## config.mk

```make
export PLATFORM = sky130hd
export DESIGN_NAME = pic_ack_sequencer_flat
export DESIGN_NICKNAME = d
export VERILOG_FILES = /design/src/rtl/pic_ack_sequencer_if.sv /design/src/rtl/pic_ack_sequencer.sv /design/src/flat_wrapper.sv
export SDC_FILE = /design/constraint.sdc
export NUM_CORES = 1
export LEC_CHECK = 0
export BUFFER_PORTS_ARGS = -buffer_cell sky130_fd_sc_hd__buf_2
export CAP_MARGIN = 25
export CORE_ASPECT_RATIO = 1.5
export CORE_MARGIN = 2
export CORE_UTILIZATION = 45
export CTS_CLUSTER_DIAMETER = 30
export DETAILED_ROUTE_END_ITERATION = 10
export GPL_TIMING_DRIVEN = 0
export HOLD_SLACK_MARGIN = 0.15
export PLACE_DENSITY = 0.71
export SLEW_MARGIN = 0
export SYNTH_ARGS = -nofsm -noshare
export SYNTH_HDL_FRONTEND = slang
export SYNTH_SLANG_ARGS = --single-unit
```

## constraint.sdc

```tcl
create_clock -name clk -period 1.4 [get_ports clk]
set_clock_uncertainty 0.05 [all_clocks]
set_input_delay 0.07 -clock clk [delete_from_list [all_inputs] [get_ports clk]]
set_output_delay 0.07 -clock clk [all_outputs]
set_load 0.02 [all_outputs]
```

## src/rtl/pic_ack_sequencer_if.sv

```systemverilog
// pic_ack_sequencer_if: CPU/controller-facing signal bundle of the 8259A acknowledge sequencer.
interface pic_ack_sequencer_if;
    logic [7:0] interruptVector;
    logic       intaN;
    logic [4:0] icw2Base;
    logic       aeoiEn;
    logic       eoiCmd;
    logic       eoiSpecific;
    logic [2:0] eoiLevel;
    logic       intOut;
    logic [7:0] ISR;
    logic [7:0] irrClear;
    logic [7:0] dataOut;
    logic       dataOutEn;
    modport master (
        output interruptVector, intaN, icw2Base, aeoiEn, eoiCmd, eoiSpecific, eoiLevel,
        input  intOut, ISR, irrClear, dataOut, dataOutEn
    );
    modport slave (
        input  interruptVector, intaN, icw2Base, aeoiEn, eoiCmd, eoiSpecific, eoiLevel,
        output intOut, ISR, irrClear, dataOut, dataOutEn
    );
endinterface

```

## src/rtl/pic_ack_sequencer.sv

```systemverilog
// pic_ack_sequencer: INT raise, two-pulse 8086 INTA handshake and In-Service Register with EOI/AEOI.
module pic_ack_sequencer (
    input logic                 clk,
    input logic                 rst_n,
    pic_ack_sequencer_if.slave  bus
);
    typedef enum logic [2:0] {IDLE, PEND, ACK1, WAIT2, ACK2} state_t;
    state_t     state, state_n;
    logic       inta_prev, int_q, int_n, den_q, den_n, spur_q, spur_n;
    logic [2:0] lvl_q, lvl_n, enc;
    logic [7:0] isr_q, isr_n, irr_q, irr_n, dout_q, dout_n, isr_set, aeoi_clr, eoi_clr;
    logic       fall, rise;
    assign fall = inta_prev & ~bus.intaN;
    assign rise = ~inta_prev & bus.intaN;
    assign bus.intOut    = int_q;
    assign bus.ISR       = isr_q;
    assign bus.irrClear  = irr_q;
    assign bus.dataOut   = dout_q;
    assign bus.dataOutEn = den_q;
    always_comb begin
        enc = 3'd0;
        for (int i = 0; i < 8; i++)
            if (bus.interruptVector[i]) enc = i[2:0];
    end
    // isolate lowest set bit for non-specific EOI
    assign eoi_clr = !bus.eoiCmd ? 8'h00 :
                     bus.eoiSpecific ? 8'b1 << bus.eoiLevel : isr_q & (~isr_q + 8'd1);
    always_comb begin
        state_n  = state;
        int_n    = int_q;
        den_n    = den_q;
        dout_n   = dout_q;
        lvl_n    = lvl_q;
        spur_n   = spur_q;
        irr_n    = 8'h00;
        isr_set  = 8'h00;
        aeoi_clr = 8'h00;
        case (state)
            IDLE: if (|bus.interruptVector) begin
                int_n   = 1'b1;
                state_n = PEND;
            end
            PEND: if (fall) begin
                int_n   = 1'b0;
                state_n = ACK1;
                spur_n  = ~|bus.interruptVector;
                lvl_n   = spur_n ? 3'd7 : enc;
                isr_set = spur_n ? 8'h00 : 8'b1 << enc;
                irr_n   = isr_set;
            end
            ACK1: if (rise) state_n = WAIT2;
            WAIT2: if (fall) begin
                dout_n  = {bus.icw2Base, lvl_q};
                den_n   = 1'b1;
                state_n = ACK2;
            end
            ACK2: if (rise) begin
                den_n    = 1'b0;
                aeoi_clr = (bus.aeoiEn && !spur_q) ? 8'b1 << lvl_q : 8'h00;
                state_n  = IDLE;
            end
            default: state_n = IDLE;
        endcase
        isr_n = (isr_q & ~eoi_clr & ~aeoi_clr) | isr_set;
    end
    always_ff @(posedge clk) begin
        if (!rst_n) begin
            state     <= IDLE;
            inta_prev <= 1'b1;
            int_q     <= 1'b0;
            den_q     <= 1'b0;
            spur_q    <= 1'b0;
            lvl_q     <= 3'd0;
            isr_q     <= 8'h00;
            irr_q     <= 8'h00;
            dout_q    <= 8'h00;
        end else begin
            state     <= state_n;
            inta_prev <= bus.intaN;
            int_q     <= int_n;
            den_q     <= den_n;
            spur_q    <= spur_n;
            lvl_q     <= lvl_n;
            isr_q     <= isr_n;
            irr_q     <= irr_n;
            dout_q    <= dout_n;
        end
    end
endmodule

```

## src/flat_wrapper.sv

```systemverilog
// flat-port wrapper written by rule: the top's interface ports become plain ports
module pic_ack_sequencer_flat 
  (clk, rst_n, bus_interruptVector, bus_intaN, bus_icw2Base, bus_aeoiEn, bus_eoiCmd, bus_eoiSpecific, bus_eoiLevel, bus_intOut, bus_ISR, bus_irrClear, bus_dataOut, bus_dataOutEn);
  pic_ack_sequencer_if bus_i ();
  input logic clk;
  input logic rst_n;
  input wire logic [$bits(bus_i.interruptVector)-1:0] bus_interruptVector;
  input wire logic [$bits(bus_i.intaN)-1:0] bus_intaN;
  input wire logic [$bits(bus_i.icw2Base)-1:0] bus_icw2Base;
  input wire logic [$bits(bus_i.aeoiEn)-1:0] bus_aeoiEn;
  input wire logic [$bits(bus_i.eoiCmd)-1:0] bus_eoiCmd;
  input wire logic [$bits(bus_i.eoiSpecific)-1:0] bus_eoiSpecific;
  input wire logic [$bits(bus_i.eoiLevel)-1:0] bus_eoiLevel;
  output wire logic [$bits(bus_i.intOut)-1:0] bus_intOut;
  output wire logic [$bits(bus_i.ISR)-1:0] bus_ISR;
  output wire logic [$bits(bus_i.irrClear)-1:0] bus_irrClear;
  output wire logic [$bits(bus_i.dataOut)-1:0] bus_dataOut;
  output wire logic [$bits(bus_i.dataOutEn)-1:0] bus_dataOutEn;
  assign bus_i.interruptVector = bus_interruptVector;
  assign bus_i.intaN = bus_intaN;
  assign bus_i.icw2Base = bus_icw2Base;
  assign bus_i.aeoiEn = bus_aeoiEn;
  assign bus_i.eoiCmd = bus_eoiCmd;
  assign bus_i.eoiSpecific = bus_eoiSpecific;
  assign bus_i.eoiLevel = bus_eoiLevel;
  assign bus_intOut = bus_i.intOut;
  assign bus_ISR = bus_i.ISR;
  assign bus_irrClear = bus_i.irrClear;
  assign bus_dataOut = bus_i.dataOut;
  assign bus_dataOutEn = bus_i.dataOutEn;
  pic_ack_sequencer u_core (.clk(clk), .rst_n(rst_n), .bus(bus_i));
endmodule
```

==> results.md <==
- Detailed Route Iter0 Violations: between 40 and 50
- Worst Max-Slew Pin Slew: around 0.64 ns
- FF/Latch Area: slightly below 700 um^2
- Violated checks: negative setup slack
- Die ar.: ~4000 um^2
- Slew headroom: 57.4%
- CP arrival: 1.57 ns
- Core Util, Final: between 60% and 70%
- Post-DP Area: 1880 um^2
- DRC: 0
- Grt ovf: 0
- CTS sink cnt: 34
- Row count: 26
- RSZ-0062 raised after global routing: true
- Crit path cell chain: and4bb_1 -> and2b_4 -> buf_8 -> nand3_4 -> o32ai_2
- Area share of the largest cell type after synthesis: between 40 and 50%
- First-pass GRT wire length: between 7000 and 8000 um
- Core area: 3380 um^2
- Design area: about 2300 um^2
- Post-synth top cells: dfxtp_1 (34), nand2_1 (17), nand3_1 (16)
- Asr flop ratio synth: 0%
- Initial core utilization: between 40% and 50%
- Register area share after synthesis: between 40% and 50%
- CTS buffer count: 5
- WL final: about 4400 um
- Syn. warnings: 0
- Area Growth Syn to Fin: 44.9%
- Mapped Area: approximately 1600 um^2
- Slew Limit Fails: 0
- Via count: about 1700
- Max FO, Critical Path: 7
- CP Data Required Time: about 1.6 ns
- Clock Root Buffer: clkbuf_8
- HP Class: primary input to flop
- Post-synth EDFFs: 0
- Final Hold Fails: 0
- Multi-input combinational cell area: 918 um^2
- H-tree Lvls: 2
- Outcome: finished with violations
- Critical Path End Type: flop
- Antenna violations before repair: 0
- Post-route ant nets: 0
- Maximum clock rate: around 710 MHz
- Final min period: 1.41 ns
- Peak VDD IR: between 1000 and 1500 uV
- Clock tree buffer depth: 2
- TritonCTS clock tree: built
- Vias in the first global route: around 1600
- Clk_lat worst skew: around 0.29 ns
- # nets final: around 280
- PwrDens: about 1100 nW/um^2
- Largest net degree at the start of global routing: 13
- Synth Instances: approximately 180
- Fillers: ~300
- Largest area contributor in the netlist: dfxtp_1
- Dominant cells by area after synthesis: dfxtp_1 (43%), nand3_1 (5.1%), a21boi_0 (4.7%), nand2_1 (4.0%), nor2_1 (2.8%)
- Cell at the slowest stage of the critical path: dfxtp_2
- Most common cell in the netlist: dfxtp_1
- Via density: about 5.6
- Clk slew on worst S/H paths: around 0.080 ns
- First-pass detailed-route iteration total: 4
- All-Layer GR Usage: a little under a quarter
- I/O Buffers: 47
- Worst path bufs/invs: 1
- Layout cells sized above 1: 33.5%
- Die Y: around 77 um
- Most used DFF post-synth: dfxtp_1
- Seq cells post-synth: 34
- ANT cells: 0
- Final GP Congestion: approximately 0.76
- Crit path max-delay family: simple AND/OR/NAND/NOR gates
- Io pins: 48
- Final setup vio count: 1
- Final WS setup: -0.0120 ns
- Type of the worst setup path: flop to flop
- CP Launch Type: flop
- Die extent in x: roughly 52 um
- Synthesized Nets: 201
- Tcrit/Tclk final: 101%
- Max-Cap Viols: 0
- Leakage: 1.02 nW
- Post-DP HPWL: slightly below 3000 um
- Distinct cell type count of the synthesized netlist: 45
- Max incr delay on CP: around 0.33 ns
- WL/cell: between 10 and 15 um
- Synth Area per Inst: 8.85 um^2
## repair_timing
action	4_1_cts	5_1_grt
hold buffers	13	0
pin swaps	3	7
endpoints found under the setup margin	25	27
resized for setup	6	19
endpoints found under the hold margin	17	0
buffers inserted	8	1
## flip-flops by register name, indices dropped and copies added, names as in the netlist
| name | cells |
|---|---|
| u_core.bus.ISR | 8 |
| u_core.bus.dataOut | 8 |
| u_core.bus.irrClear | 8 |
| u_core.lvl_q | 3 |
| u_core.state | 3 |
| u_core.bus.dataOutEn | 1 |
| u_core.bus.intOut | 1 |
| u_core.inta_prev | 1 |
| u_core.spur_q | 1 |
## area by class of cell
class,instances,share of cell area (%)
Tap cell,42,2.29
Multi-Input combinational cell,132,40.0
Timing Repair Buffer,69,19.4
Inverter,5,0.818
Clock buffer,5,3.00
Clock inverter,3,3.00
Sequential cell,34,30.0
Buffer,6,1.53
## placed cells by master (no fill, tap or decap), types with 3 or more instances in the layout
cell type / count
nand4_1: 4
clkbuf_8: 5
dfxtp_1: 30
dfxtp_2: 3
buf_6: 3
nand2_1: 15
nor3_1: 4
nand3_1: 15
a21boi_0: 10
o21ai_0: 4
nor4_1: 5
clkbuf_1: 4
inv_1: 4
and3_1: 3
o21ai_1: 6
buf_2: 47
nand2b_1: 6
nor2_1: 12
a21oi_1: 3
buf_4: 6
dlygate4sd3_1: 13
## cells by family after synthesis
kind of cell / Yosys count / synth area share, %
xor gates and xnor gates: 1 / 0.553
AOI/OAI and AO/OA: 40 / 18.2
and+or+nand+nor: 90 / 33.9
muxes: 1 / 0.632
DFF: 34 / 43.0
buffers and inverters: 13 / 3.79
## final timing paths
kind                            cells past startpoint             startpoint                    end  slack, ns
worst max register to register                      5        u_core.state[2]      u_core.bus.ISR[4]      -0.01
worst min register to register                      2  u_core.bus.dataOut[1]  u_core.bus.dataOut[1]       0.42
worst max-delay path                                5        u_core.state[2]      u_core.bus.ISR[4]      -0.01
worst min-delay path                                4        bus_eoiLevel[1]      u_core.bus.ISR[7]       0.17
## report_power, final
| part | switching (mW) | internal, mW |
|---|---|---|
| Combinational | 0.170 | 0.153 |
| Sequential | 0.0334 | 0.996 |
| Clock | 0.379 | 0.713 |
## worst reg2reg max path: cells and delay by family (launching register included)
kind,cells,cell delay [ns]
flip-flops,1,0.33
buffers and inverters,1,0.14
AO/OA/AOI/OAI,1,0.22
AND/OR/NAND/NOR,3,0.58
## routing by layer
metal	vias up	global-route usage, %	wire length [um]
met3	18	5.45	253
met1	755	25.7	1770
met4	0	11.5	171
li1	817	-	-
met5	-	0	0
met2	67	40.8	2240
## per-stage QoR
step	worst slack, ns	cells	setup TNS (ns)	power (mW)	hold WS, ns
floorplan	-0.0289	179	-0.0289	1.20	0.0968
global placement	-0.154	268	-1.45	1.29	0.272
detailed placement	-0.169	268	-1.85	1.29	0.269
CTS	-0.0842	296	-0.748	2.43	0.157
global route	-0.0703	296	-0.441	2.53	0.200
finish	-0.0120	296	-0.0120	2.44	0.167
Note: power is estimated with default switching activity, not from simulation.
